<file path="config.mk">
export PLATFORM = sky130hd
export DESIGN_NAME = wb_stage
export DESIGN_NICKNAME = d
export VERILOG_FILES = /design/src/rtl/wb_stage.sv
export SDC_FILE = /design/constraint.sdc
export NUM_CORES = 1
export LEC_CHECK = 0
export CORE_MARGIN = 1
export CORE_UTILIZATION = 35
export CTS_CLUSTER_DIAMETER = 50
export DETAILED_ROUTE_END_ITERATION = 10
export DONT_BUFFER_PORTS = 1
export HOLD_SLACK_MARGIN = 0.06
export PLACE_DENSITY = 0.53
export SLEW_MARGIN = 5
export SYNTH_ARGS = -nofsm -noshare
export SYNTH_HDL_FRONTEND = slang
export SYNTH_SLANG_ARGS = --single-unit
</file>
<file path="constraint.sdc">
create_clock -name clock -period 2.25 [get_ports clock]
set_input_delay 0.1125 -clock clock [delete_from_list [all_inputs] [get_ports clock]]
set_output_delay 0.1125 -clock clock [all_outputs]
set_load 0.02 [all_outputs]
</file>
<file path="src/rtl/wb_stage.sv">
`default_nettype none
// ============================================================================
// wb_stage : MEM/WB register, load align/extend, register-file write port and
//            retire counter. Optional same-cycle decode bypass: WB_BYPASS_EN.
// Revision  : 1.0
// ============================================================================
module wb_stage #(
    parameter int XLEN  = 64,
    parameter int CNT_W = 64
) (
    input  logic             clock,
    input  logic             reset_n,
    input  logic             mem_valid,
    input  logic             stall,
    input  logic             flush,
    input  logic             mem_reg_write,
    input  logic             mem_mem_to_reg,
    input  logic [2:0]       mem_funct3,
    input  logic [4:0]       mem_rd,
    input  logic [XLEN-1:0]  mem_alu_result,
    input  logic [63:0]      mem_read_data,
    output logic             rf_reg_write,
    output logic [4:0]       rf_rd_address,
    output logic [XLEN-1:0]  rf_write_data,
    output logic             wb_valid,
    output logic [CNT_W-1:0] retired_count
`ifdef WB_BYPASS_EN
    ,
    input  logic [4:0]       id_rs1_address,
    input  logic [4:0]       id_rs2_address,
    input  logic [XLEN-1:0]  id_rs1_raw,
    input  logic [XLEN-1:0]  id_rs2_raw,
    output logic [XLEN-1:0]  id_rs1_data,
    output logic [XLEN-1:0]  id_rs2_data
`endif
);

    logic             valid_q,      valid_d;
    logic             reg_write_q,  reg_write_d;
    logic             mem_to_reg_q, mem_to_reg_d;
    logic [2:0]       funct3_q,     funct3_d;
    logic [4:0]       rd_q,         rd_d;
    logic [XLEN-1:0]  alu_result_q, alu_result_d;
    logic [63:0]      read_data_q,  read_data_d;
    logic [CNT_W-1:0] count_q,      count_d;

    // Count on departure: the instruction leaves on a normal advance or a flush.
    always_comb begin
        valid_d      = valid_q;
        reg_write_d  = reg_write_q;
        mem_to_reg_d = mem_to_reg_q;
        funct3_d     = funct3_q;
        rd_d         = rd_q;
        alu_result_d = alu_result_q;
        read_data_d  = read_data_q;
        count_d      = count_q;
        if (valid_q && (!stall || flush)) begin
            count_d = count_q + CNT_W'(1);
        end
        if (flush) begin
            valid_d = 1'b0;
        end else if (!stall) begin
            valid_d      = mem_valid;
            reg_write_d  = mem_reg_write;
            mem_to_reg_d = mem_mem_to_reg;
            funct3_d     = mem_funct3;
            rd_d         = mem_rd;
            alu_result_d = mem_alu_result;
            read_data_d  = mem_read_data;
        end
    end

    always_ff @(posedge clock or negedge reset_n) begin
        if (!reset_n) begin
            valid_q      <= 1'b0;
            reg_write_q  <= 1'b0;
            mem_to_reg_q <= 1'b0;
            funct3_q     <= 3'd0;
            rd_q         <= 5'd0;
            alu_result_q <= '0;
            read_data_q  <= '0;
            count_q      <= '0;
        end else begin
            valid_q      <= valid_d;
            reg_write_q  <= reg_write_d;
            mem_to_reg_q <= mem_to_reg_d;
            funct3_q     <= funct3_d;
            rd_q         <= rd_d;
            alu_result_q <= alu_result_d;
            read_data_q  <= read_data_d;
            count_q      <= count_d;
        end
    end

    // Lane selection drops offset bits below the access size (misalignment ignored).
    logic [2:0]  off;
    logic [7:0]  ld_b;
    logic [15:0] ld_h;
    logic [31:0] ld_w;
    logic [63:0] load_ext;

    assign off  = alu_result_q[2:0];
    assign ld_b = read_data_q[{off, 3'b000} +: 8];
    assign ld_h = read_data_q[{off[2:1], 4'b0000} +: 16];
    assign ld_w = read_data_q[{off[2], 5'b00000} +: 32];

    always_comb begin
        load_ext = read_data_q;
        case (funct3_q)
            3'b000:  load_ext = {{56{ld_b[7]}}, ld_b};
            3'b001:  load_ext = {{48{ld_h[15]}}, ld_h};
            3'b010:  load_ext = {{32{ld_w[31]}}, ld_w};
            3'b100:  load_ext = {56'd0, ld_b};
            3'b101:  load_ext = {48'd0, ld_h};
            3'b110:  load_ext = {32'd0, ld_w};
            default: load_ext = read_data_q;
        endcase
    end

    assign rf_write_data = mem_to_reg_q ? load_ext[XLEN-1:0] : alu_result_q;
    assign rf_reg_write  = valid_q & reg_write_q & (rd_q != 5'd0);
    assign rf_rd_address = rd_q;
    assign wb_valid      = valid_q;
    assign retired_count = count_q;

`ifdef WB_BYPASS_EN
    assign id_rs1_data = (rf_reg_write && (id_rs1_address == rf_rd_address)) ? rf_write_data : id_rs1_raw;
    assign id_rs2_data = (rf_reg_write && (id_rs2_address == rf_rd_address)) ? rf_write_data : id_rs2_raw;
`endif

endmodule
`default_nettype wire

</file>
==> impl_results.html, run 1 <==
<table>
<tr><th>Metric</th><th>Value</th></tr>
<tr><th colspan="2">Status</th></tr>
<tr><td>Run status</td><td>finished, violations left</td></tr>
<tr><td>Failing checks</td><td>negative hold slack, negative setup slack</td></tr>
<tr><th colspan="2">Detailed routing</th></tr>
<tr><td>Drt drc</td><td>0</td></tr>
<tr><td>Antenna violation net count after detailed routing</td><td>0</td></tr>
<tr><td>Wire per inst</td><td>21.3 microns</td></tr>
<tr><td>Post-detailed-route via-to-cell ratio</td><td>5.27</td></tr>
<tr><td>Drt first-iter violations</td><td>575</td></tr>
<tr><td>TritonRoute pass-1 iters</td><td>5</td></tr>
<tr><td>Total wire length</td><td>36400 microns</td></tr>
<tr><td>Vias post-DR</td><td>9018</td></tr>
<tr><th colspan="2">Clocking</th></tr>
<tr><td>H-tree levels</td><td>1</td></tr>
<tr><td>Number of buffers inserted during clock tree synthesis</td><td>30</td></tr>
<tr><td>Latest clock arrival within the worst-skew pair</td><td>0.55 ns</td></tr>
<tr><td>Clock transition time at the flip-flop clock pins of the worst setup and hold paths</td><td>0.06 ns</td></tr>
<tr><td>Clock Tree Buf Depth</td><td>3</td></tr>
<tr><td>Clock sink count</td><td>203</td></tr>
<tr><td>CTS tree</td><td>done</td></tr>
<tr><td>Root Buffer</td><td>sky130_fd_sc_hd__clkbuf_16</td></tr>
<tr><th colspan="2">Setup path</th></tr>
<tr><td>Register-to-register path setup slack</td><td>0.23 ns</td></tr>
<tr><td>Data arrival time of the critical path</td><td>2.58 ns</td></tr>
<tr><td>Type of destination of the critical path</td><td>primary output</td></tr>
<tr><td>Element type at the critical path start</td><td>flip-flop</td></tr>
<tr><td>Reg-to-Reg End</td><td>retired_count[26]</td></tr>
<tr><td>Depth of the worst register-to-register path</td><td>7</td></tr>
<tr><td>Reg-to-reg startpoint</td><td>retired_count[1]</td></tr>
<tr><td>Required time of the critical path</td><td>2.14 ns</td></tr>
<tr><td>Worst Path Class, Setup</td><td>reg2out</td></tr>
<tr><td>Largest fanout of any net on the critical path</td><td>8</td></tr>
<tr><th colspan="2">STA</th></tr>
<tr><td>Maximum clock frequency</td><td>0.371 GHz</td></tr>
<tr><td>Unrepaired setup endpoints after global routing</td><td>true</td></tr>
<tr><td>Total negative slack</td><td>-24.86 ns</td></tr>
<tr><td>Layout Skew</td><td>0.00807 ns</td></tr>
<tr><td>Number of slew-limit violations in the final report</td><td>0</td></tr>
<tr><td>Worst slew margin relative to its limit</td><td>45.5%</td></tr>
<tr><td>Hold WS</td><td>-0.739 ns</td></tr>
<tr><td>Final setup slack of the worst path</td><td>-0.442 ns</td></tr>
<tr><td>Setup violators final</td><td>64</td></tr>
<tr><td>Worst Tran Pin Value</td><td>0.817 ns</td></tr>
<tr><td>Final-report hold violation count</td><td>203</td></tr>
<tr><td>Share of the clock period used by the worst path</td><td>120%</td></tr>
<tr><td>Minimum clock period</td><td>2.69 ns</td></tr>
<tr><th colspan="2">Yosys</th></tr>
<tr><td>Post-synthesis instance area</td><td>0.0106 sq mm</td></tr>
<tr><td>Number of synthesized flops with an enable pin</td><td>0</td></tr>
<tr><td>Prevailing post-synth register cell</td><td>sky130_fd_sc_hd__dfrtp_1</td></tr>
<tr><td>Cell type with the highest aggregate area in the netlist</td><td>sky130_fd_sc_hd__dfrtp_1</td></tr>
<tr><td>Cell count after synthesis</td><td>997</td></tr>
<tr><td>Number of register bits inferred by synthesis</td><td>203</td></tr>
<tr><td>Synthesized Nets</td><td>1141</td></tr>
<tr><td>Leading cell types by count after synthesis</td><td>203 x sky130_fd_sc_hd__dfrtp_1, 127 x sky130_fd_sc_hd__nand2_1, 97 x sky130_fd_sc_hd__mux2_2</td></tr>
<tr><td>Avg Inst Size Synth</td><td>10.7 sq um</td></tr>
<tr><td>Proportion of register bits with asynchronous set or reset after synthesis</td><td>100%</td></tr>
<tr><td>Area contributors post-synth</td><td>sky130_fd_sc_hd__dfrtp_1 48%, sky130_fd_sc_hd__mux2_2 10%, sky130_fd_sc_hd__nand2_1 4.5%</td></tr>
<tr><td>Yosys synthesis warning count</td><td>0</td></tr>
<tr><td>Most common cell in the netlist</td><td>sky130_fd_sc_hd__dfrtp_1</td></tr>
<tr><td>Post-synth cell types</td><td>55</td></tr>
<tr><td>Sequential fraction of the synthesis area</td><td>47.8%</td></tr>
<tr><td>Fraction of synthesized cell area taken by the top area cell type</td><td>47.8%</td></tr>
<tr><th colspan="2">Floorplan</th></tr>
<tr><td>Die area</td><td>0.0310 sq mm</td></tr>
<tr><td>Die X</td><td>176 microns</td></tr>
<tr><td>Starting Density</td><td>35.7%</td></tr>
<tr><td>Area inside the core boundary</td><td>0.0297 sq mm</td></tr>
<tr><td>Number of rows in the core area</td><td>63</td></tr>
<tr><td>I/O Pins</td><td>278</td></tr>
<tr><td>Vertical die dimension</td><td>176 microns</td></tr>
<tr><th colspan="2">Global route</th></tr>
<tr><td>Grt ovf</td><td>0</td></tr>
<tr><td>Vias in the first global route</td><td>9468</td></tr>
<tr><td>Global-route wire length before repair</td><td>55600 microns</td></tr>
<tr><td>Initial antenna violation count</td><td>2</td></tr>
<tr><td>All-Layer GR Usage</td><td>23.1%</td></tr>
<tr><td>Pin count of the biggest net entering global routing</td><td>204</td></tr>
<tr><th colspan="2">Final layout</th></tr>
<tr><td>Fraction of layout cells with a size suffix above 1</td><td>30.7%</td></tr>
<tr><td>Area of the multi-input gates</td><td>0.00562 sq mm</td></tr>
<tr><td>Layout Cell Area excl Fill</td><td>0.0157 sq mm</td></tr>
<tr><td>Final core utilization</td><td>52.7%</td></tr>
<tr><td>Area grow syn2layout</td><td>47.5%</td></tr>
<tr><td>Net total in the final layout</td><td>1441</td></tr>
<tr><td>Filler instances</td><td>2573</td></tr>
<tr><td>Area occupied by registers</td><td>0.00509 sq mm</td></tr>
<tr><th colspan="2">Power and ir drop</th></tr>
<tr><td>Power density of the placed cells</td><td>847 mW/mm^2</td></tr>
<tr><td>Cell internal power dissipation</td><td>0.00889 W</td></tr>
<tr><td>Power dissipated by switching net loads</td><td>0.00438 W</td></tr>
<tr><td>Switching fraction of total power</td><td>33.0%</td></tr>
<tr><td>Maximum resistive drop on vdd</td><td>675 uV</td></tr>
<tr><td>Clock power share</td><td>36.7%</td></tr>
<tr><td>Combinational group share of total power</td><td>29.4%</td></tr>
<tr><td>Power share of the sequential group</td><td>33.8%</td></tr>
<tr><td>Leakage power figure</td><td>6.76 nW</td></tr>
<tr><th colspan="2">Placement</th></tr>
<tr><td>Sum of net half-perimeters after detailed placement</td><td>24500 microns</td></tr>
<tr><td>Final Wtd Congestion</td><td>0.844</td></tr>
<tr><td>Post-detailed-placement cell area</td><td>0.0119 sq mm</td></tr>
<tr><td>Number of I/O port buffers</td><td>0</td></tr>
<tr><th colspan="2">Job</th></tr>
<tr><td>Max Cap Viol</td><td>0</td></tr>
<tr><th colspan="2">Min path</th></tr>
<tr><td>Worst min-delay path category</td><td>in2async</td></tr>
</table>
[registers in the layout, indices dropped and copies added (netlist names)]
register	flops
retired_count	64
wb_valid	1
reg_write_q	1
funct3_q	3
mem_to_reg_q	1
alu_result_q	64
read_data_q	64
rf_rd_address	5
[power groups by stage]
| stage | clock, W | combinational [W] | sequential [W] |
|---|---|---|---|
| after floorplan | 0 | 0.00195 | 0.00441 |
| after global placement | 0 | 0.00293 | 0.00452 |
| after detailed placement | 0 | 0.00296 | 0.00452 |
| after CTS | 0.00497 | 0.00366 | 0.00447 |
| after global routing | 0.00511 | 0.00414 | 0.00454 |
| final | 0.00488 | 0.00390 | 0.00449 |
[area by class of cell]
cell class,count,share of cell area [%]
Multi-Input combinational cell,662,35.9
Sequential cell,203,32.5
Timing Repair Buffer,332,20.1
Clock buffer,39,5.40
Tap cell,390,3.11
Inverter,67,1.65
Clock inverter,17,1.29
Timing Repair inverter,1,0.0319
Antenna cell,1,0.0160
[routing by layer]
metal / part of all wire, % / global-route usage [%] / up-vias
li1: - / - / 4200
met5: 0.036 / 0 / -
met3: 6.8 / 5.51 / 55
met2: 48 / 38.3 / 283
met1: 42 / 30.0 / 4478
met4: 2.5 / 6.16 / 2
[through the flow]
step | power, W | cells | worst slack [ns]
floorplan | 0.00636 | 997 | 0.260
global route | 0.0138 | 1712 | -0.556
global placement | 0.00745 | 1454 | 0.0549
CTS | 0.0131 | 1701 | -0.443
detailed placement | 0.00748 | 1454 | 0.0377
finish | 0.0133 | 1712 | -0.442
[repair_timing]
action | CTS | global route
hold endpoints to repair | 343 | 215
gates cloned | 1 | 2
pin swaps | 12 | 7
setup buffers | 7 | 7
resized for setup | 83 | 39
hold buffers | 183 | 1
endpoints found under the setup margin | 64 | 65
[kinds of logic (layout without fill, tap and decap cells)]
group	count (synthesis)	count (layout)	synth area share (%)
flops	203	203	47.8
compound gates	182	182	13.1
other cells	0	1	0
xor+xnor	63	63	5.20
simple gates	278	278	13.6
fa+ha+maj	1	1	0.118
mux	138	138	15.0
buf+inv	132	456	5.17
[critical path: stages (launching register included)]
cell and delay (ns):
sky130_fd_sc_hd__dfrtp_2 0.43, sky130_fd_sc_hd__mux4_2 0.54, sky130_fd_sc_hd__nor2_4 0.13, sky130_fd_sc_hd__nor3_4 0.08, sky130_fd_sc_hd__o221ai_4 0.28, sky130_fd_sc_hd__clkbuf_16 0.22
sky130_fd_sc_hd__o221ai_1 0.12, sky130_fd_sc_hd__buf_4 0.21
[layout by cell type (no fill, tap or decap), drive strengths merged, types with 4 or more instances in the layout]
cell type,n
nor2,33
clkbuf,41
mux2,97
clkinv,7
mux4,7
and2,4
o21ai,63
inv,71
dlygate4sd3,184
o221ai,55
mux2i,34
a21oi,16
nor4,11
dfrtp,203
and4,5
nor3,28
a21o,4
nand2,127
nand3,19
xnor2,31
xor2,32
and3,7
clkinvlp,4
o22ai,12
buf,146
a211oi,14
nand4,25
nand2b,7
[worst max-delay path by stage]
stage / from / endpoint / slack (ns)
global placement: alu_result_q[1] / rf_write_data[9] / 0.05
detailed placement: alu_result_q[1] / rf_write_data[15] / 0.04
finish: alu_result_q[1] / rf_write_data[25] / -0.44
global route: alu_result_q[1] / rf_write_data[24] / -0.56
floorplan: alu_result_q[1] / rf_write_data[34] / 0.26
CTS: alu_result_q[1] / rf_write_data[5] / -0.44
Power figures use the tool's default switching activity.
==> run 2, diff against run 1 <==
RECOVER_POWER = 100   (was unset)
SETUP_SLACK_MARGIN = 0.02   (was unset)
==> run 2 against run 1 <==
  * The run still ends with negative hold slack, negative setup slack left
  * Via count grew 0.21%
  * Sequential power is essentially flat
  * Combinational power shrank 1%
  * Sequential share of layout area grew 0.49 points
  * Wire length is essentially flat
  * Flip-flop and latch count is the same
  * Non-clock buffer count is the same
  * Die area is the same
  * Maximum frequency grew 0.27%
  * Highest routed layer unchanged
  * Clock power is essentially flat
  * Worst setup slack gained 0.0072 ns
==> impl_results.html, run 2 (same netlist as run 1, synthesis figures left out) <==
<table>
<tr><th>Metric</th><th>Value</th></tr>
<tr><th colspan="2">Detailed routing</th></tr>
<tr><td>Post-detailed-route via-to-cell ratio</td><td>5.28</td></tr>
<tr><td>Total wire length</td><td>36400 microns</td></tr>
<tr><td>Drt drc</td><td>0</td></tr>
<tr><td>Drt first-iter violations</td><td>549</td></tr>
<tr><td>Vias post-DR</td><td>9037</td></tr>
<tr><td>Wire per inst</td><td>21.3 microns</td></tr>
<tr><td>TritonRoute pass-1 iters</td><td>5</td></tr>
<tr><td>Antenna violation net count after detailed routing</td><td>0</td></tr>
<tr><th colspan="2">Floorplan</th></tr>
<tr><td>I/O Pins</td><td>278</td></tr>
<tr><td>Die X</td><td>176 microns</td></tr>
<tr><td>Die area</td><td>0.0310 sq mm</td></tr>
<tr><td>Starting Density</td><td>35.7%</td></tr>
<tr><td>Number of rows in the core area</td><td>63</td></tr>
<tr><td>Area inside the core boundary</td><td>0.0297 sq mm</td></tr>
<tr><td>Vertical die dimension</td><td>176 microns</td></tr>
<tr><th colspan="2">Global route</th></tr>
<tr><td>Vias in the first global route</td><td>9468</td></tr>
<tr><td>Grt ovf</td><td>0</td></tr>
<tr><td>Initial antenna violation count</td><td>2</td></tr>
<tr><td>Global-route wire length before repair</td><td>55600 microns</td></tr>
<tr><td>Pin count of the biggest net entering global routing</td><td>204</td></tr>
<tr><td>All-Layer GR Usage</td><td>23.1%</td></tr>
<tr><th colspan="2">Placement</th></tr>
<tr><td>Worst slack at placement</td><td>0.0377 ns</td></tr>
<tr><td>Number of I/O port buffers</td><td>0</td></tr>
<tr><td>Cell count after placement</td><td>1454</td></tr>
<tr><td>Sum of net half-perimeters after detailed placement</td><td>24500 microns</td></tr>
<tr><td>Final Wtd Congestion</td><td>0.844</td></tr>
<tr><th colspan="2">Final layout</th></tr>
<tr><td>Most frequent cells in the layout</td><td>198 x sky130_fd_sc_hd__dfrtp_1, 184 x sky130_fd_sc_hd__dlygate4sd3_1, 125 x sky130_fd_sc_hd__nand2_1</td></tr>
<tr><td>Net total in the final layout</td><td>1441</td></tr>
<tr><td>Area grow syn2layout</td><td>45.3%</td></tr>
<tr><td>Filler instances</td><td>2641</td></tr>
<tr><td>Fraction of layout cells with a size suffix above 1</td><td>27.2%</td></tr>
<tr><td>Final core utilization</td><td>51.9%</td></tr>
<tr><td>Area of the multi-input gates</td><td>0.00560 sq mm</td></tr>
<tr><td>Number of standard cells in the layout, taps in and fillers out</td><td>1712</td></tr>
<tr><td>Area occupied by registers</td><td>0.00509 sq mm</td></tr>
<tr><td>Leading cell type in the layout, fill and taps excluded</td><td>sky130_fd_sc_hd__dfrtp_1</td></tr>
<tr><th colspan="2">Power and ir drop</th></tr>
<tr><td>Clock power share</td><td>36.9%</td></tr>
<tr><td>Power density of the placed cells</td><td>856 mW/mm^2</td></tr>
<tr><td>Power dissipated by switching net loads</td><td>0.00437 W</td></tr>
<tr><td>Combinational group share of total power</td><td>29.2%</td></tr>
<tr><td>Leakage power figure</td><td>6.55 nW</td></tr>
<tr><td>Power share of the sequential group</td><td>34.0%</td></tr>
<tr><td>Cell internal power dissipation</td><td>0.00884 W</td></tr>
<tr><td>Maximum resistive drop on vdd</td><td>675 uV</td></tr>
<tr><td>Switching fraction of total power</td><td>33.1%</td></tr>
<tr><th colspan="2">Clocking</th></tr>
<tr><td>Clock transition time at the flip-flop clock pins of the worst setup and hold paths</td><td>0.06 ns</td></tr>
<tr><td>Root Buffer</td><td>sky130_fd_sc_hd__clkbuf_16</td></tr>
<tr><td>H-tree levels</td><td>1</td></tr>
<tr><td>Latest clock arrival within the worst-skew pair</td><td>0.55 ns</td></tr>
<tr><td>CTS tree</td><td>done</td></tr>
<tr><td>Clock sink count</td><td>203</td></tr>
<tr><td>Clock Tree Buf Depth</td><td>3</td></tr>
<tr><td>Number of buffers inserted during clock tree synthesis</td><td>30</td></tr>
<tr><th colspan="2">Setup path</th></tr>
<tr><td>Top cell family by delay on the critical path</td><td>multiplexers</td></tr>
<tr><td>Critical path, cell by cell</td><td>mux4_2, nor2_4, nor3_4, o221ai_4, clkbuf_16, o221ai_1, buf_4</td></tr>
<tr><td>CP max-delay cell</td><td>sky130_fd_sc_hd__mux4_2</td></tr>
<tr><td>Type of destination of the critical path</td><td>primary output</td></tr>
<tr><td>Required time of the critical path</td><td>2.14 ns</td></tr>
<tr><td>Data arrival time of the critical path</td><td>2.57 ns</td></tr>
<tr><td>Worst path bufs/invs</td><td>2</td></tr>
<tr><td>Largest fanout of any net on the critical path</td><td>8</td></tr>
<tr><td>Worst Path Class, Setup</td><td>reg2out</td></tr>
<tr><td>Register-to-register path setup slack</td><td>0.05 ns</td></tr>
<tr><td>Element type at the critical path start</td><td>flip-flop</td></tr>
<tr><td>Slowest stage delay, CP</td><td>0.54 ns</td></tr>
<tr><th colspan="2">STA</th></tr>
<tr><td>Minimum clock period</td><td>2.68 ns</td></tr>
<tr><td>Number of slew-limit violations in the final report</td><td>0</td></tr>
<tr><td>Worst Tran Pin Value</td><td>1.15 ns</td></tr>
<tr><td>Layout Skew</td><td>0.00879 ns</td></tr>
<tr><td>Share of the clock period used by the worst path</td><td>119%</td></tr>
<tr><td>Hold WS</td><td>-0.741 ns</td></tr>
<tr><td>Worst slew margin relative to its limit</td><td>23.3%</td></tr>
<tr><td>Final setup slack of the worst path</td><td>-0.435 ns</td></tr>
<tr><td>Final-report hold violation count</td><td>203</td></tr>
<tr><td>Setup violators final</td><td>74</td></tr>
<tr><td>Maximum clock frequency</td><td>0.372 GHz</td></tr>
<tr><td>Unrepaired setup endpoints after global routing</td><td>true</td></tr>
<tr><th colspan="2">Job</th></tr>
<tr><td>Max Cap Viol</td><td>0</td></tr>
<tr><th colspan="2">Min path</th></tr>
<tr><td>Worst min-delay path category</td><td>in2async</td></tr>
<tr><th colspan="2">Status</th></tr>
<tr><td>Run status</td><td>finished, violations left</td></tr>
<tr><td>Failing checks</td><td>negative hold slack, negative setup slack</td></tr>
</table>
## run 2: worst paths after layout
path	endpoint	start	cells past startpoint
worst max-delay path	rf_write_data[25]	alu_result_q[1]	7
worst min-delay path	reg_write_q	reset_n	0
worst max register to register	retired_count[26]	retired_count[1]	7
worst min register to register	alu_result_q[9]	alu_result_q[9]	1
max in group asynchronous	mem_to_reg_q	reset_n	0
min in group clock	retired_count[0]	stall	3
## run 2: per-stage QoR
step / hold slack, ns / setup TNS, ns / cell area, sq um / total power [W]
3_3_place_gp: -0.175 / 0 / 11900 / 0.00745
5_1_grt: -0.762 / -36.41 / 15400 / 0.0137
3_5_place_dp: -0.175 / 0 / 11900 / 0.00748
4_1_cts: -0.764 / -22.97 / 15300 / 0.0131
6_report: -0.741 / -26.20 / 15400 / 0.0132
2_1_floorplan: -0.183 / 0 / 10600 / 0.00636
## run 2: final cells by class
| class | instances | share of cell area, % |
|---|---|---|
| multi-input cells | 662 | 36.3 |
| flip-flops and latches | 203 | 33.0 |
| repair buffers | 332 | 19.0 |
| clock buffers | 39 | 5.48 |
| well taps | 390 | 3.16 |
| inverters | 67 | 1.68 |
| clock inverters | 17 | 1.31 |
| repair inverters | 1 | 0.0324 |
| diodes | 1 | 0.0162 |
## run 2: power groups by stage
stage          registers [W]  clock network, W  logic, W
3_5_place_dp         0.00452                 0   0.00296
2_1_floorplan        0.00441                 0   0.00195
4_1_cts              0.00447           0.00497   0.00366
6_report             0.00449           0.00487   0.00385
3_3_place_gp         0.00452                 0   0.00293
5_1_grt              0.00454           0.00511   0.00409
## run 2: repair_timing
action | CTS | global route
pin swaps | 12 | 7
setup endpoints to repair | 64 | 66
endpoints found under the hold margin | 343 | 215
hold buffers | 183 | 1
setup buffers | 7 | 7
cloned | 1 | 2
gates resized for setup | 83 | 39
## run 2: metal layers
layer / track usage, % / part of all wire (%) / vias up
li1: - / - / 4191
met1: 30.0 / 42 / 4472
met2: 38.3 / 48 / 314
met3: 5.51 / 7.3 / 58
met4: 6.16 / 2.4 / 2
met5: 0 / 0.036 / -
==> run 3, diff against run 2 <==
CORE_UTILIZATION = 54   (was 35)
PLACE_DENSITY = 0.73   (was 0.53)
==> run 3 against run 2 <==
  * The flow still finishes with violations (negative hold slack, negative setup slack)
  * Largest power group is now sequential cells
  * Non-clock buffer count shrank 37
  * Clock power fell by 24%
  * Register-to-register slack got worse by 0.11 ns
  * Wire length fell by 0.12%
  * Clock-buffer cell count decreased by 5
  * Worst hold slack improved by 0.040 ns
  * Combinational power decreased by 4%
==> impl_results.html, run 3 (same netlist as run 1, synthesis figures left out) <==
<table>
<tr><th>Metric</th><th>Value</th></tr>
<tr><th colspan="2">Status</th></tr>
<tr><td>Run status</td><td>finished, violations left</td></tr>
<tr><td>Failing checks</td><td>negative hold slack, negative setup slack</td></tr>
<tr><th colspan="2">Clocking</th></tr>
<tr><td>Clock sink count</td><td>203</td></tr>
<tr><td>Root Buffer</td><td>sky130_fd_sc_hd__clkbuf_16</td></tr>
<tr><td>Latest clock arrival within the worst-skew pair</td><td>0.51 ns</td></tr>
<tr><td>Clock Tree Buf Depth</td><td>3</td></tr>
<tr><td>Clock transition time at the flip-flop clock pins of the worst setup and hold paths</td><td>0.06 ns</td></tr>
<tr><td>H-tree levels</td><td>1</td></tr>
<tr><td>Number of buffers inserted during clock tree synthesis</td><td>23</td></tr>
<tr><td>Count of hold buffers inserted by post-cts repair</td><td>157</td></tr>
<tr><td>CTS tree</td><td>done</td></tr>
<tr><th colspan="2">Floorplan</th></tr>
<tr><td>I/O Pins</td><td>278</td></tr>
<tr><td>Vertical die dimension</td><td>142 microns</td></tr>
<tr><td>Number of rows in the core area</td><td>50</td></tr>
<tr><td>Die area</td><td>0.0202 sq mm</td></tr>
<tr><td>Die X</td><td>142 microns</td></tr>
<tr><td>Area inside the core boundary</td><td>0.0190 sq mm</td></tr>
<tr><td>Starting Density</td><td>55.8%</td></tr>
<tr><th colspan="2">STA</th></tr>
<tr><td>Share of the clock period used by the worst path</td><td>118%</td></tr>
<tr><td>Worst Tran Pin Value</td><td>1.34 ns</td></tr>
<tr><td>Maximum clock frequency</td><td>0.378 GHz</td></tr>
<tr><td>Hold WS</td><td>-0.701 ns</td></tr>
<tr><td>Number of slew-limit violations in the final report</td><td>0</td></tr>
<tr><td>Final setup slack of the worst path</td><td>-0.396 ns</td></tr>
<tr><td>Setup violators final</td><td>97</td></tr>
<tr><td>Minimum clock period</td><td>2.65 ns</td></tr>
<tr><td>Final-report hold violation count</td><td>203</td></tr>
<tr><td>Unrepaired setup endpoints after global routing</td><td>true</td></tr>
<tr><td>Worst slew margin relative to its limit</td><td>11.0%</td></tr>
<tr><td>Layout Skew</td><td>0.00853 ns</td></tr>
<tr><th colspan="2">Power and ir drop</th></tr>
<tr><td>Power density of the placed cells</td><td>825 mW/mm^2</td></tr>
<tr><td>Power share of the sequential group</td><td>37.7%</td></tr>
<tr><td>Switching fraction of total power</td><td>34.1%</td></tr>
<tr><td>Total power after layout</td><td>0.0119 W</td></tr>
<tr><td>Combinational group share of total power</td><td>31.2%</td></tr>
<tr><td>Maximum resistive drop on vdd</td><td>807 uV</td></tr>
<tr><td>Leakage power figure</td><td>6.25 nW</td></tr>
<tr><td>Clock power share</td><td>31.1%</td></tr>
<tr><td>Cell internal power dissipation</td><td>0.00784 W</td></tr>
<tr><td>Power dissipated by switching net loads</td><td>0.00405 W</td></tr>
<tr><th colspan="2">Global route</th></tr>
<tr><td>Pin count of the biggest net entering global routing</td><td>204</td></tr>
<tr><td>Grt ovf</td><td>0</td></tr>
<tr><td>Global-route wire length before repair</td><td>53900 microns</td></tr>
<tr><td>All-Layer GR Usage</td><td>34.5%</td></tr>
<tr><td>Initial antenna violation count</td><td>2</td></tr>
<tr><td>Vias in the first global route</td><td>9696</td></tr>
<tr><th colspan="2">Setup path</th></tr>
<tr><td>Reg-to-reg startpoint</td><td>retired_count[2]</td></tr>
<tr><td>Reg-to-Reg End</td><td>retired_count[17]</td></tr>
<tr><td>Worst Path Class, Setup</td><td>reg2out</td></tr>
<tr><td>Data arrival time of the critical path</td><td>2.53 ns</td></tr>
<tr><td>Required time of the critical path</td><td>2.14 ns</td></tr>
<tr><td>Register-to-register path setup slack</td><td>-0.06 ns</td></tr>
<tr><td>Depth of the worst register-to-register path</td><td>6</td></tr>
<tr><td>Largest fanout of any net on the critical path</td><td>6</td></tr>
<tr><td>Element type at the critical path start</td><td>flip-flop</td></tr>
<tr><td>Type of destination of the critical path</td><td>primary output</td></tr>
<tr><th colspan="2">Detailed routing</th></tr>
<tr><td>Total wire length</td><td>36400 microns</td></tr>
<tr><td>Antenna violation net count after detailed routing</td><td>0</td></tr>
<tr><td>Wire per inst</td><td>23.7 microns</td></tr>
<tr><td>Vias post-DR</td><td>9464</td></tr>
<tr><td>Post-detailed-route via-to-cell ratio</td><td>6.18</td></tr>
<tr><td>Drt drc</td><td>0</td></tr>
<tr><td>Drt first-iter violations</td><td>886</td></tr>
<tr><td>TritonRoute pass-1 iters</td><td>6</td></tr>
<tr><th colspan="2">Final layout</th></tr>
<tr><td>Leading cell type in the layout, fill and taps excluded</td><td>sky130_fd_sc_hd__dfrtp_1</td></tr>
<tr><td>Area occupied by registers</td><td>0.00509 sq mm</td></tr>
<tr><td>Area grow syn2layout</td><td>35.7%</td></tr>
<tr><td>Most frequent cells in the layout</td><td>197 x sky130_fd_sc_hd__dfrtp_1, 157 x sky130_fd_sc_hd__dlygate4sd3_1, 124 x sky130_fd_sc_hd__nand2_1</td></tr>
<tr><td>Fraction of layout cells with a size suffix above 1</td><td>24.5%</td></tr>
<tr><td>Area of the multi-input gates</td><td>0.00539 sq mm</td></tr>
<tr><td>Net total in the final layout</td><td>1396</td></tr>
<tr><td>Filler instances</td><td>1220</td></tr>
<tr><td>Layout Cell Area excl Fill</td><td>0.0144 sq mm</td></tr>
<tr><th colspan="2">Placement</th></tr>
<tr><td>Sum of net half-perimeters after detailed placement</td><td>22000 microns</td></tr>
<tr><td>Final Wtd Congestion</td><td>0.944</td></tr>
<tr><td>Number of I/O port buffers</td><td>0</td></tr>
<tr><td>Post-detailed-placement cell area</td><td>0.0116 sq mm</td></tr>
<tr><th colspan="2">Job</th></tr>
<tr><td>Max Cap Viol</td><td>0</td></tr>
<tr><th colspan="2">Min path</th></tr>
<tr><td>Worst min-delay path category</td><td>in2async</td></tr>
</table>
==> run 3: cell types whose count changed in the layout (fill, tap and decap cells not counted), sizes merged <==
cell         change
dlygate4sd3     -27
clkbuf          -13
clkinvlp         -4
buf              -2
bufinv           -2
clkinv           -2
diode            +2
inv              -2
==> run 3: cell type report <==
| class | instances | area share (%) |
|---|---|---|
| antenna | 3 | 0.0521 |
| clock buffer | 34 | 4.56 |
| clock inverter | 8 | 0.547 |
| inverter | 67 | 1.75 |
| multi-input combinational | 662 | 37.4 |
| sequential | 203 | 35.3 |
| tap | 260 | 2.26 |
| timing repair buffer | 295 | 18.1 |
==> run 3: power groups by stage <==
stage	sequential [W]	combinational (W)	clock [W]
floorplan	0.00441	0.00195	0
global placement	0.00448	0.00283	0
detailed placement	0.00449	0.00288	0
CTS	0.00443	0.00347	0.00371
global route	0.00451	0.00387	0.00389
finish	0.00449	0.00371	0.00369
==> run 3: what timing repair did <==
action	in CTS	in global routing
pin swaps	10	13
cloned	1	1
buffers inserted	5	14
endpoints found under the setup margin	64	69
resized for setup	57	35
endpoints found under the hold margin	343	203
==> run 3: routing by layer <==
layer,part of all wire (%),GRT usage [%],vias up,wire [microns]
met5,0,0,-,0
met4,4.3,13.6,0,1550
met3,9.6,8.68,132,3470
met2,48,57.9,593,17600
met1,38,42.6,4657,13700
li1,-,-,4082,-
==> run 3: through the flow <==
stage | instances | worst slack, ns | TNS, ns | hold slack, ns | util [%]
finish | 1532 | -0.396 | -19.33 | -0.701 | 75.7
global route | 1531 | -0.450 | -29.88 | -0.725 | 75.7
CTS | 1515 | -0.359 | -18.60 | -0.712 | 75.7
detailed placement | 1310 | 0.0680 | 0 | -0.179 | 61.0
global placement | 1310 | 0.0845 | 0 | -0.177 | 61.0
floorplan | 997 | 0.260 | 0 | -0.183 | -
==> run 3: how the worst max path moves through the flow <==
stage	slack (ns)	from	endpoint	cells after the start
floorplan	0.26	alu_result_q[1]	rf_write_data[34]	7
finish	-0.40	alu_result_q[1]	rf_write_data[63]	9
CTS	-0.36	alu_result_q[1]	rf_write_data[37]	9
detailed placement	0.07	alu_result_q[1]	rf_write_data[41]	7
global route	-0.45	alu_result_q[1]	rf_write_data[30]	7
global placement	0.08	alu_result_q[1]	rf_write_data[8]	7
==> run 3: worst max-delay path: stages, from the launching register on <==
cell,delay [ns]
sky130_fd_sc_hd__dfrtp_2,0.43
sky130_fd_sc_hd__buf_6,0.13
sky130_fd_sc_hd__mux2i_2,0.21
sky130_fd_sc_hd__nand2_1,0.09
sky130_fd_sc_hd__and3b_2,0.25
sky130_fd_sc_hd__o31ai_4,0.25
sky130_fd_sc_hd__buf_6,0.16
sky130_fd_sc_hd__buf_12,0.13
sky130_fd_sc_hd__o221ai_1,0.14
sky130_fd_sc_hd__buf_4,0.22
